$ cat src/rtl/fetch_queue.sv
// fetch_queue: decoupling FIFO between instruction fetch and decode.
// Holds {pc, inst, predict} packets, flushes every queued packet in one cycle
// on a redirect, and presents a NOP bubble to decode whenever it is empty.
module fetch_queue #(
   parameter int          DEPTH = 4,
   parameter logic [31:0] NOP   = 32'h0000_0013
) (
   input  logic                     clk,
   input  logic                     rst,
   input  logic                     flush,
   input  logic                     in_valid,
   input  logic [31:0]              in_pc,
   input  logic [31:0]              in_inst,
   input  logic                     in_predict,
   output logic                     in_ready,
   output logic                     out_valid,
   output logic [31:0]              out_pc,
   output logic [31:0]              out_inst,
   output logic                     out_predict,
   input  logic                     id_ready,
   output logic [$clog2(DEPTH):0]   count
);

   localparam int PTR_W = $clog2(DEPTH);
   localparam int CNT_W = PTR_W + 1;
   localparam logic [CNT_W-1:0] FULL_CNT = CNT_W'(DEPTH);

   // Packet storage; never reset, stale entries are masked by the occupancy.
   logic [31:0] pc_mem   [DEPTH];
   logic [31:0] inst_mem [DEPTH];
   logic        pred_mem [DEPTH];

   logic [PTR_W-1:0] wr_ptr;
   logic [PTR_W-1:0] rd_ptr;
   logic [CNT_W-1:0] occ;

   logic [PTR_W-1:0] wr_ptr_next;
   logic [PTR_W-1:0] rd_ptr_next;
   logic [CNT_W-1:0] occ_next;

   logic full;
   logic empty;
   logic push;
   logic pop;

   // Status flags come only from registered occupancy, so in_ready has no
   // combinational path from id_ready: a full queue refuses a push even when
   // decode drains an entry in the same cycle.
   always_comb begin
      full      = (occ == FULL_CNT);
      empty     = (occ == '0);
      in_ready  = !full;
      out_valid = !empty;
      push      = in_valid && !full && !flush;
      pop       = !empty && id_ready && !flush;
   end

   // Next pointer/occupancy: flush wins over everything, otherwise the
   // pointers advance independently and occupancy nets push against pop.
   always_comb begin
      wr_ptr_next = wr_ptr;
      rd_ptr_next = rd_ptr;
      occ_next    = occ;
      if (flush) begin
         wr_ptr_next = '0;
         rd_ptr_next = '0;
         occ_next    = '0;
      end else begin
         if (push) wr_ptr_next = wr_ptr + PTR_W'(1);
         if (pop)  rd_ptr_next = rd_ptr + PTR_W'(1);
         if (push && !pop)      occ_next = occ + CNT_W'(1);
         else if (pop && !push) occ_next = occ - CNT_W'(1);
      end
   end

   // Control state; reset acts immediately so decode sees a bubble at once.
   always_ff @(posedge clk or posedge rst) begin
      if (rst) begin
         wr_ptr <= '0;
         rd_ptr <= '0;
         occ    <= '0;
      end else begin
         wr_ptr <= wr_ptr_next;
         rd_ptr <= rd_ptr_next;
         occ    <= occ_next;
      end
   end

   // Write the accepted packet into the tail slot.
   always_ff @(posedge clk) begin
      if (push) begin
         pc_mem[wr_ptr]   <= in_pc;
         inst_mem[wr_ptr] <= in_inst;
         pred_mem[wr_ptr] <= in_predict;
      end
   end

   // Head is read combinationally; an empty queue shows a NOP bubble.
   always_comb begin
      if (empty) begin
         out_pc      = '0;
         out_inst    = NOP;
         out_predict = 1'b0;
      end else begin
         out_pc      = pc_mem[rd_ptr];
         out_inst    = inst_mem[rd_ptr];
         out_predict = pred_mem[rd_ptr];
      end
   end

   assign count = occ;

`ifndef SYNTHESIS
   // Occupancy stays bounded and agrees with the pointer relationship.
   always @(posedge clk) begin
      if (!rst) begin
         assert (occ <= FULL_CNT);
         if (occ != FULL_CNT) assert ((occ == '0) == (wr_ptr == rd_ptr));
         else                 assert (wr_ptr == rd_ptr);
      end
   end
`endif

endmodule

$ cat config.mk
export PLATFORM = sky130hd
export DESIGN_NAME = fetch_queue
export DESIGN_NICKNAME = d
export VERILOG_FILES = /design/src/rtl/fetch_queue.sv
export SDC_FILE = /design/constraint.sdc
export NUM_CORES = 1
export LEC_CHECK = 0
export ABC_AREA = 1
export BUFFER_PORTS_ARGS = -buffer_cell sky130_fd_sc_hd__buf_2
export CAP_MARGIN = 5
export CORE_ASPECT_RATIO = 0.5
export CORE_MARGIN = 2
export CORE_UTILIZATION = 62
export CTS_CLUSTER_DIAMETER = 100
export DETAILED_ROUTE_END_ITERATION = 8
export PLACE_DENSITY = 0.86
export REMOVE_ABC_BUFFERS = 1
export SYNTH_ARGS = -nofsm -noshare
export SYNTH_HDL_FRONTEND = slang
export SYNTH_SLANG_ARGS = --single-unit
$ cat constraint.sdc
create_clock -name clk -period 8.15 [get_ports clk]
set_input_delay 0.4075 -clock clk [delete_from_list [all_inputs] [get_ports clk]]
set_output_delay 0.4075 -clock clk [all_outputs]
set_load 0.05 [all_outputs]
==> results.toml, run 1 <==
[sta]
layout_worst_path_cycle_share_pct = 44.2
period_minus_slack_ns = 3.60
tightest_slew_ns = 1.22
slew_viol_final = 0
finClkSkew_ns = 0.00712
setup_viol = 0
setup-tns-final_ns = 0
rsz0062_at_grt = "no"
hold_slack_ns = 0.116
slew_headroom_pct = 18.5
hold_viol = 0
fmaxAchievable_mhz = 278

[power_and_ir_drop]
p_seq_share_pct = 37.5
internal-power_uw = 2480
p_leak_uw = 0.00437
ir_drop_mv = 0.215
combPwrFrac_pct = 40.6
power.density_mw_per_mm2 = 369
p_sw_uw = 1960
p_clk_share_pct = 21.9
netSwitchingFraction_pct = 44.1

[layout]
fin_cells = 1197
area_delta_synth_final_pct = 13.6
drive_gt1_share_pct = 20.4
fillers = 1079
nets = 1030

[clock_network]
htree_levels = 1
cts-root-buf = "clkbuf_16"
clock-sinks = 267
cts_tree = "yes"
cts_resized = 0
clk_path_buf_depth = 3
clk_latency_ns = 0.50
clk_pin_slew_ns = 0.07
cts_made_buffers = 23

[floorplanning]
io_pins = 140
start_util_pct = 64.0
die_area_mm2 = 0.0182
coreArea_mm2 = 0.0166
dieHeight_um = 96.5
num_rows = 33
die_w_um = 189

[global_route]
grt_pass1_wl_um = 33300
grt_max_degree = 132
grt_pass1_vias = 6605
grt.total_usage_pct = 23.6
grt_antenna_before_repair = 1
overflow = 0

[worst_setup_path]
required_ns = 7.74
critPathMaxFanout = 131
crit_arrival_ns = 3.20
endpoint_kind = "primary output"
crit_type = "flop to primary output"
critPathLaunchType = "flop"

[drt]
routed_wirelength_um = 21500
final_antenna_net_count = 0
remaining_drc_errors = 0
num_vias = 6671
drtPass1Iterations = 5
drt_iter0_markers = 662
via_per_inst = 5.57
avgRoutedWirePerCell_um = 17.9

[logic_synthesis]
synthTopCellsByArea = "edfxtp_1, nor2_1, o21ai_0"
yosysTopAreaCell = "edfxtp_1"
yosysWarnings = 0
synth_seq_cells = 267
synth_cells = 831
yosys.area.top_type_share_pct = 73.6
netlist_area_mm2 = 0.0106
ys_types = 28
yosysSeqAreaShare_pct = 75.3
avgSynthCellArea_um2 = 12.8

[hold_path]
min_path_type = "input port to flop"

[flow_run]
cap_violations = 0

[placement]
globalplace.congestion = 0.755
portBuffers = 139
dp_hpwl_um = 11400
placedCellCount = 1156

[outcome]
status = "finished clean"
[registers in the layout (all words and copies together), names as in the netlist]
signal	flops
rd_ptr	2
count	3
wr_ptr	2
pc_mem	128
pred_mem	4
inst_mem	128
[power groups by stage]
| stage | Clock, uW | Sequential, uW | Combinational, uW |
|---|---|---|---|
| floorplan | 0 | 1730 | 1290 |
| global placement | 0 | 1690 | 1770 |
| detailed placement | 0 | 1700 | 1800 |
| CTS | 988 | 1670 | 1810 |
| global route | 1050 | 1680 | 1920 |
| finish | 973 | 1670 | 1800 |
[layout make-up]
class | count | area, um2 | share of cell area [%]
flip-flops and latches | 267 | 7990 | 66.3
multi-input cells | 497 | 2280 | 18.9
repair buffers | 148 | 766 | 6.36
clock buffers | 28 | 594 | 4.94
well taps | 227 | 284 | 2.36
inverters | 18 | 71.3 | 0.592
clock inverters | 11 | 56.3 | 0.468
diodes | 1 | 2.50 | 0.0208
[cell families (layout without fill, tap and decap cells)]
kind of cell               count (synthesis)  in the layout  synth area share, %
DFF                                      267            267                 75.3
xor gates and xnor gates                   1              1               0.0826
other                                      0              1                    0
AOI/OAI and AO/OA                        200            200                 9.58
and+or+nand+nor                          291            291                 10.9
buffers and inverters                     67            205                 3.48
adders and majority gates                  5              5                0.661
[metrics by stage]
step / cell area [um2] / total power, uW / setup slack (ns) / util (%)
2_1_floorplan: 10300 / 3030 / 3.68 / -
3_3_place_gp: 11400 / 3460 / 5.14 / 68.7
3_5_place_dp: 11400 / 3490 / 5.13 / 68.7
4_1_cts: 12000 / 4460 / 4.56 / 72.7
5_1_grt: 12000 / 4640 / 4.36 / 72.7
6_report: 12000 / 4440 / 4.55 / 72.7
[per-layer routing]
metal | up-vias | track usage (%) | part of all wire [%]
li1 | 3181 | - | -
met1 | 3262 | 32.0 | 44
met2 | 196 | 40.9 | 50
met3 | 30 | 3.90 | 5.4
met4 | 2 | 5.92 | 1.5
met5 | - | 0 | 0.033
[placed cells by master, fill, tap and decap left out, types with 8 or more instances in the layout]
cell,netlist,final
a21oi_1,65,65
edfxtp_1,260,260
inv_1,12,12
clkbuf_16,0,23
buf_2,21,139
nor2_1,265,261
buf_4,5,8
o21ai_1,46,46
o21ai_0,85,85
nand2_1,15,15
[synth_stat cells]
master,count
inv_1,12
nand3_1,2
nand3_4,1
a21oi_2,1
clkinv_2,1
buf_1,2
nand2_1,15
fa_1,1
clkbuf_1,6
buf_6,8
nand2_2,2
nand2_4,3
clkbuf_2,7
a21oi_1,65
inv_2,4
o311ai_1,3
nand3b_1,1
edfxtp_1,260
nor2_4,2
inv_4,1
buf_2,21
xor2_1,1
nor2_1,265
o21ai_0,85
buf_4,5
o21ai_1,46
ha_1,4
dfrtp_1,7
[what timing repair did]
| action | in CTS | in global routing |
|---|---|---|
| hold buffers | 1 | 0 |
| endpoints found under the hold margin | 7 | 0 |
| buffers inserted | 0 | 0 |
[worst max-delay path, cell delays in order, from the launching register on]
cell,delay (ns)
dfrtp_4,0.77
inv_4,0.95
o21ai_0,0.24
a21oi_1,0.29
buf_2,0.31
[path summary, 6_finish.rpt]
kind                             startpoint  cells past startpoint              end  slack [ns]
worst max-delay path              rd_ptr[0]                      4     out_inst[19]        4.55
worst min-delay path            in_inst[17]                      1  inst_mem[3][17]        0.12
worst max register to register     count[2]                      6  inst_mem[1][26]        5.95
worst min register to register     count[0]                      2         count[0]        0.63
max in group asynchronous               rst                      3        rd_ptr[0]        7.52
min in group asynchronous               rst                      3         count[2]        0.38
(Power assumes the default switching activity.)
==> run 2: changes to the inputs <==
--- a/config.mk
+++ b/config.mk
@@ -10,10 +10,10 @@
 export CAP_MARGIN = 5
 export CORE_ASPECT_RATIO = 0.5
 export CORE_MARGIN = 2
-export CORE_UTILIZATION = 62
+export CORE_UTILIZATION = 52
 export CTS_CLUSTER_DIAMETER = 100
 export DETAILED_ROUTE_END_ITERATION = 8
-export PLACE_DENSITY = 0.86
+export PLACE_DENSITY = 0.77
 export REMOVE_ABC_BUFFERS = 1
 export SYNTH_ARGS = -nofsm -noshare
 export SYNTH_HDL_FRONTEND = slang
==> constraint.sdc (replaced) <==
create_clock -name clk -period 3.2 [get_ports clk]
set_input_delay 0.16 -clock clk [delete_from_list [all_inputs] [get_ports clk]]
set_output_delay 0.16 -clock clk [all_outputs]
set_load 0.05 [all_outputs]
==> results.toml, run 2 (synthesized netlist as in run 1, its figures left out) <==
[layout]
nets = 1104
area_delta_synth_final_pct = 21.4
fillers = 1447
antenna_cells = 0
drive_gt1_share_pct = 19.6
layout_common_cells = "nor2_1, edfxtp_1, buf_2"
final_common_cell = "nor2_1"
multi_input_area_mm2 = 0.00228
ff_latch_area_mm2 = 0.00799
reg_top3 = "inst_mem: 128 flops, pc_mem: 128 flops, pred_mem: 4 flops"
fin_cells = 1307

[sta]
hold_viol = 0
layout_worst_path_cycle_share_pct = 91.0
tightest_slew_ns = 0.872
setup-tns-final_ns = 0
fmaxAchievable_mhz = 343
period_minus_slack_ns = 2.91
hold_slack_ns = 0.0649
rsz0062_at_grt = "no"
finClkSkew_ns = 0.0127
slew_headroom_pct = 41.9
worst_slack_ns = 0.287
setup_viol = 0
slew_viol_final = 0

[worst_setup_path]
crit_slowest_cell = "dfrtp_4"
crit_arrival_ns = 2.75
regToRegEndpoint = "pc_mem[2][19]"
required_ns = 3.04
critPathMaxFanout = 64
cp_slowest_stage_delay_ns = 0.73
timing.rr.start = "count[2]"
crit_type = "flop to primary output"
r2r_cells = 6
cp_top_family = "buffers and inverters"
critPathLaunchType = "flop"
reg2reg_slack_ns = 1.29
cp-startpoint = "rd_ptr[0]"
endpoint_kind = "primary output"
crit_chain = "buf_4 > nor2_1 > nor2_1 > o21ai_1 > a21oi_1 > buf_2"
crit_cells = 6
cp_num_buf_inv = 2
path_common_cell = "nor2_1"

[drt]
via_per_inst = 5.39
routed_wirelength_um = 23200
num_vias = 7051
drt_iter0_markers = 629
avgRoutedWirePerCell_um = 17.8
final_antenna_net_count = 0
drtPass1Iterations = 6
remaining_drc_errors = 0

[hold_path]
hp-start = "in_valid"
holdPathEnd = "wr_ptr[1]"
min_path_cells = 4
min_path_type = "input port to flop"

[clock_network]
cts_tree = "yes"
clk_pin_slew_ns = 0.07
cts_resized = 0
clock-sinks = 267
cts_made_buffers = 23
clk_path_buf_depth = 3
htree_levels = 1
cts_setup_buffers = 0
cts-root-buf = "clkbuf_16"
clk_latency_ns = 0.50

[floorplanning]
die_w_um = 206
num_rows = 36
dieHeight_um = 105
coreArea_mm2 = 0.0197
io_pins = 140
start_util_pct = 53.7
die_area_mm2 = 0.0216

[global_route]
grt_pass1_vias = 7071
grt_use_met3_pct = 3.43
overflow = 0
use_met1_pct = 29.5
grt.busiest_layer = "met2"
grt_pass1_wl_um = 36600
grt_antenna_before_repair = 0
grt.total_usage_pct = 21.7
met2_usage_pct = 36.8
grt_max_degree = 66

[power_and_ir_drop]
p_leak_uw = 0.00470
power.density_mw_per_mm2 = 899
ir_drop_mv = 0.501

[placement]
placedCellCount = 1202
globalplace.congestion = 0.757
portBuffers = 139
dp_hpwl_um = 12800
post-place-ws_ns = 0.872

[flow_run]
cap_violations = 0

[outcome]
status = "finished clean"
-- run 2: cell types whose count changed in the layout (fill, tap and decap cells not counted), sizes merged --
| cell | change |
|---|---|
| clkinv | -1 |
| bufinv | +1 |
| inv | -1 |
| dlygate4sd3 | +67 |
| diode | -1 |
| buf | +7 |
| clkbuf | -1 |
-- run 2: area by class of cell --
| type | count | area share (%) |
|---|---|---|
| Tap cell | 266 | 2.59 |
| Sequential cell | 267 | 62.0 |
| Timing Repair Buffer | 222 | 12.0 |
| Clock buffer | 27 | 4.59 |
| Multi-Input combinational cell | 497 | 17.7 |
| Clock inverter | 10 | 0.564 |
| Inverter | 18 | 0.554 |
-- run 2: timing repair --
item | in CTS | in global routing
endpoints found under the hold margin | 271 | 0
endpoints found under the setup margin | 0 | 0
hold buffers | 68 | 0
-- run 2: report_power, final --
part           leakage, uW  internal (uW)  switching, uW  total [uW]
combinational      0.00193           1040           3780        4830
sequential         0.00245           4070            130        4200
clock             0.000324           1390           1150        2540
-- run 2: worst reg2reg max path, stage by stage, from the launching register on --
cell and delay (ns):
dfrtp_1 0.48, nand2_4 0.11, nand2_2 0.08, nor2_4 0.13, inv_2 0.12, nor2_4 0.10
buf_4 0.51
-- run 2: stage by stage --
stage	cell area, um2	power, uW	utilization [%]
after floorplan	10300	7710	-
after global placement	11500	8970	58.4
after detailed placement	11500	9030	58.4
after CTS	12900	11600	65.3
after global routing	12900	12100	65.3
final	12900	11600	65.3
-- run 2: routing by layer --
metal	vias to the layer above	part of all wire [%]	routed length, um
met5	-	0	0
met4	0	1.8	410
met3	32	6.5	1520
met2	275	50	11600
met1	3421	42	9740
li1	3323	-	-
-- run 2: worst max-delay path by stage --
stage                           to  slack, ns
floorplan           inst_mem[0][0]      -1.27
global placement        out_pc[15]       0.90
detailed placement      out_pc[15]       0.87
CTS                     out_pc[15]       0.33
global route          out_inst[27]        0.1
finish                  out_pc[13]       0.29
==> run 3: changes to the inputs <==
--- a/config.mk
+++ b/config.mk
@@ -10,10 +10,11 @@
 export CAP_MARGIN = 5
 export CORE_ASPECT_RATIO = 0.5
 export CORE_MARGIN = 2
-export CORE_UTILIZATION = 52
+export CORE_UTILIZATION = 54
+export CTS_BUF_LIST = sky130_fd_sc_hd__clkbuf_2
 export CTS_CLUSTER_DIAMETER = 100
 export DETAILED_ROUTE_END_ITERATION = 8
-export PLACE_DENSITY = 0.77
+export PLACE_DENSITY = 0.79
 export REMOVE_ABC_BUFFERS = 1
 export SYNTH_ARGS = -nofsm -noshare
 export SYNTH_HDL_FRONTEND = slang
==> results.toml, run 3 (synthesized netlist as in run 1, its figures left out) <==
[worst_setup_path]
required_ns = 3.04
crit_arrival_ns = 2.76
cp-startpoint = "rd_ptr[1]"
cp-endpoint = "out_inst[2]"
timing.rr.start = "count[0]"
regToRegEndpoint = "count[0]"
cp_slowest_stage_delay_ns = 0.66
reg2reg_slack_ns = 0.80
endpoint_kind = "primary output"
r2r_cells = 9
crit_type = "flop to primary output"
crit_slowest_cell = "dfrtp_2"
critPathMaxFanout = 50
crit_chain = "inv_4 > buf_4 > nor2_1 > o21ai_0 > a21oi_1 > buf_2"
critPathLaunchType = "flop"

[power_and_ir_drop]
p_clk_share_pct = 18.5
p_leak_uw = 0.00483
internal-power_uw = 5970
ir_drop_mv = 0.490
p_total_uw = 11200
power.density_mw_per_mm2 = 871
p_sw_uw = 5220
p_seq_share_pct = 37.2
netSwitchingFraction_pct = 46.6
combPwrFrac_pct = 44.3

[layout]
multi_input_area_mm2 = 0.00228
ff_latch_area_mm2 = 0.00799
drive_gt1_share_pct = 24.4
nets = 1145
reg_top3 = "inst_mem: 128 flops, pc_mem: 128 flops, pred_mem: 4 flops"
fin_cells = 1379
layout_common_cells = "nor2_1, edfxtp_1, buf_2"
area_delta_synth_final_pct = 21.2
final_common_cell = "nor2_1"
final_util_pct = 66.3
fillers = 1409

[clock_network]
cts_tree = "yes"
clk_pin_slew_ns = 0.12
cts_made_buffers = 57
clk_latency_ns = 0.79
clk_path_buf_depth = 3
htree_levels = 2
clock-sinks = 267
cts-root-buf = "clkbuf_2"

[drt]
drt_iter0_markers = 651
drtPass1Iterations = 6
num_vias = 7430
routed_wirelength_um = 24700
via_per_inst = 5.39
remaining_drc_errors = 0
avgRoutedWirePerCell_um = 17.9
final_antenna_net_count = 0

[placement]
placedCellCount = 1204
globalplace.congestion = 0.753
dp_hpwl_um = 13700
post-place-ws_ns = 0.872
portBuffers = 139

[floorplanning]
coreArea_mm2 = 0.0194
start_util_pct = 54.7
io_pins = 140
die_area_mm2 = 0.0208
die_w_um = 202
dieHeight_um = 103
num_rows = 36

[sta]
rsz0062_at_grt = "no"
fmaxAchievable_mhz = 342
finClkSkew_ns = 0.0522
worst_slack_ns = 0.275
period_minus_slack_ns = 2.92
slew_viol_final = 0
layout_worst_path_cycle_share_pct = 91.4
hold_viol = 0
tightest_slew_ns = 0.821
slew_headroom_pct = 45.1
setup_viol = 0

[global_route]
grt.total_usage_pct = 23.1
overflow = 0
grt_pass1_vias = 7404
grt_pass1_wl_um = 37100
grt_antenna_before_repair = 1
grt_max_degree = 132

[hold_path]
min_path_type = "input port to flop"

[outcome]
status = "finished clean"

[flow_run]
cap_violations = 0
run 3: critical path, delay by kind of cell, from the launching register on:
kind	cells	cell delay (ns)
AND/OR/NAND/NOR	1	0.10
flip-flops	1	0.66
AO/OA/AOI/OAI	2	0.31
buffers and inverters	3	0.94
run 3: per-layer routing:
layer / up-vias / GRT usage (%) / wire length (um)
li1: 3451 / - / -
met4: 0 / 8.98 / 532
met1: 3617 / 29.5 / 10300
met3: 49 / 4.61 / 1740
met5: - / 0 / 0
met2: 313 / 40.2 / 12200
run 3: repair_timing:
action                                 CTS  global route
gates resized for setup                  0             2
setup buffers                            0             0
hold buffers                            73             0
setup endpoints to repair                0            17
endpoints found under the hold margin  274             0
run 3: how the worst min path moves through the flow:
stage	start	endpoint	cells after the start
2_1_floorplan	rst	count[0]	1
3_3_place_gp	rst	count[1]	2
3_5_place_dp	rst	count[1]	2
4_1_cts	in_inst[18]	inst_mem[2][18]	2
5_1_grt	in_inst[7]	inst_mem[0][7]	2
6_report	in_inst[18]	inst_mem[3][18]	2
run 3: power groups by stage:
stage	sequential [uW]	combinational, uW	clock (uW)
final	4160	4950	2080
after global routing	4180	5240	2270
after CTS	4160	4950	2100
after detailed placement	4240	4840	0
after global placement	4230	4800	0
after floorplan	4410	3300	0
run 3: layout make-up:
type | count | share of cell area [%]
Sequential cell | 267 | 62.2
Tap cell | 266 | 2.59
Clock inverter | 6 | 0.390
Multi-Input combinational cell | 497 | 17.7
Antenna cell | 4 | 0.0779
Timing Repair Buffer | 229 | 12.9
Inverter | 18 | 0.575
Clock buffer | 92 | 3.58
run 3: stage by stage:
step / area (um2) / setup TNS [ns] / hold slack (ns)
floorplan: 10300 / -384.81 / -0.0366
CTS: 12800 / 0 / 0.0761
detailed placement: 11600 / 0 / 0.118
global placement: 11600 / 0 / 0.133
global route: 12800 / 0 / 0.0895
finish: 12800 / 0 / 0.121
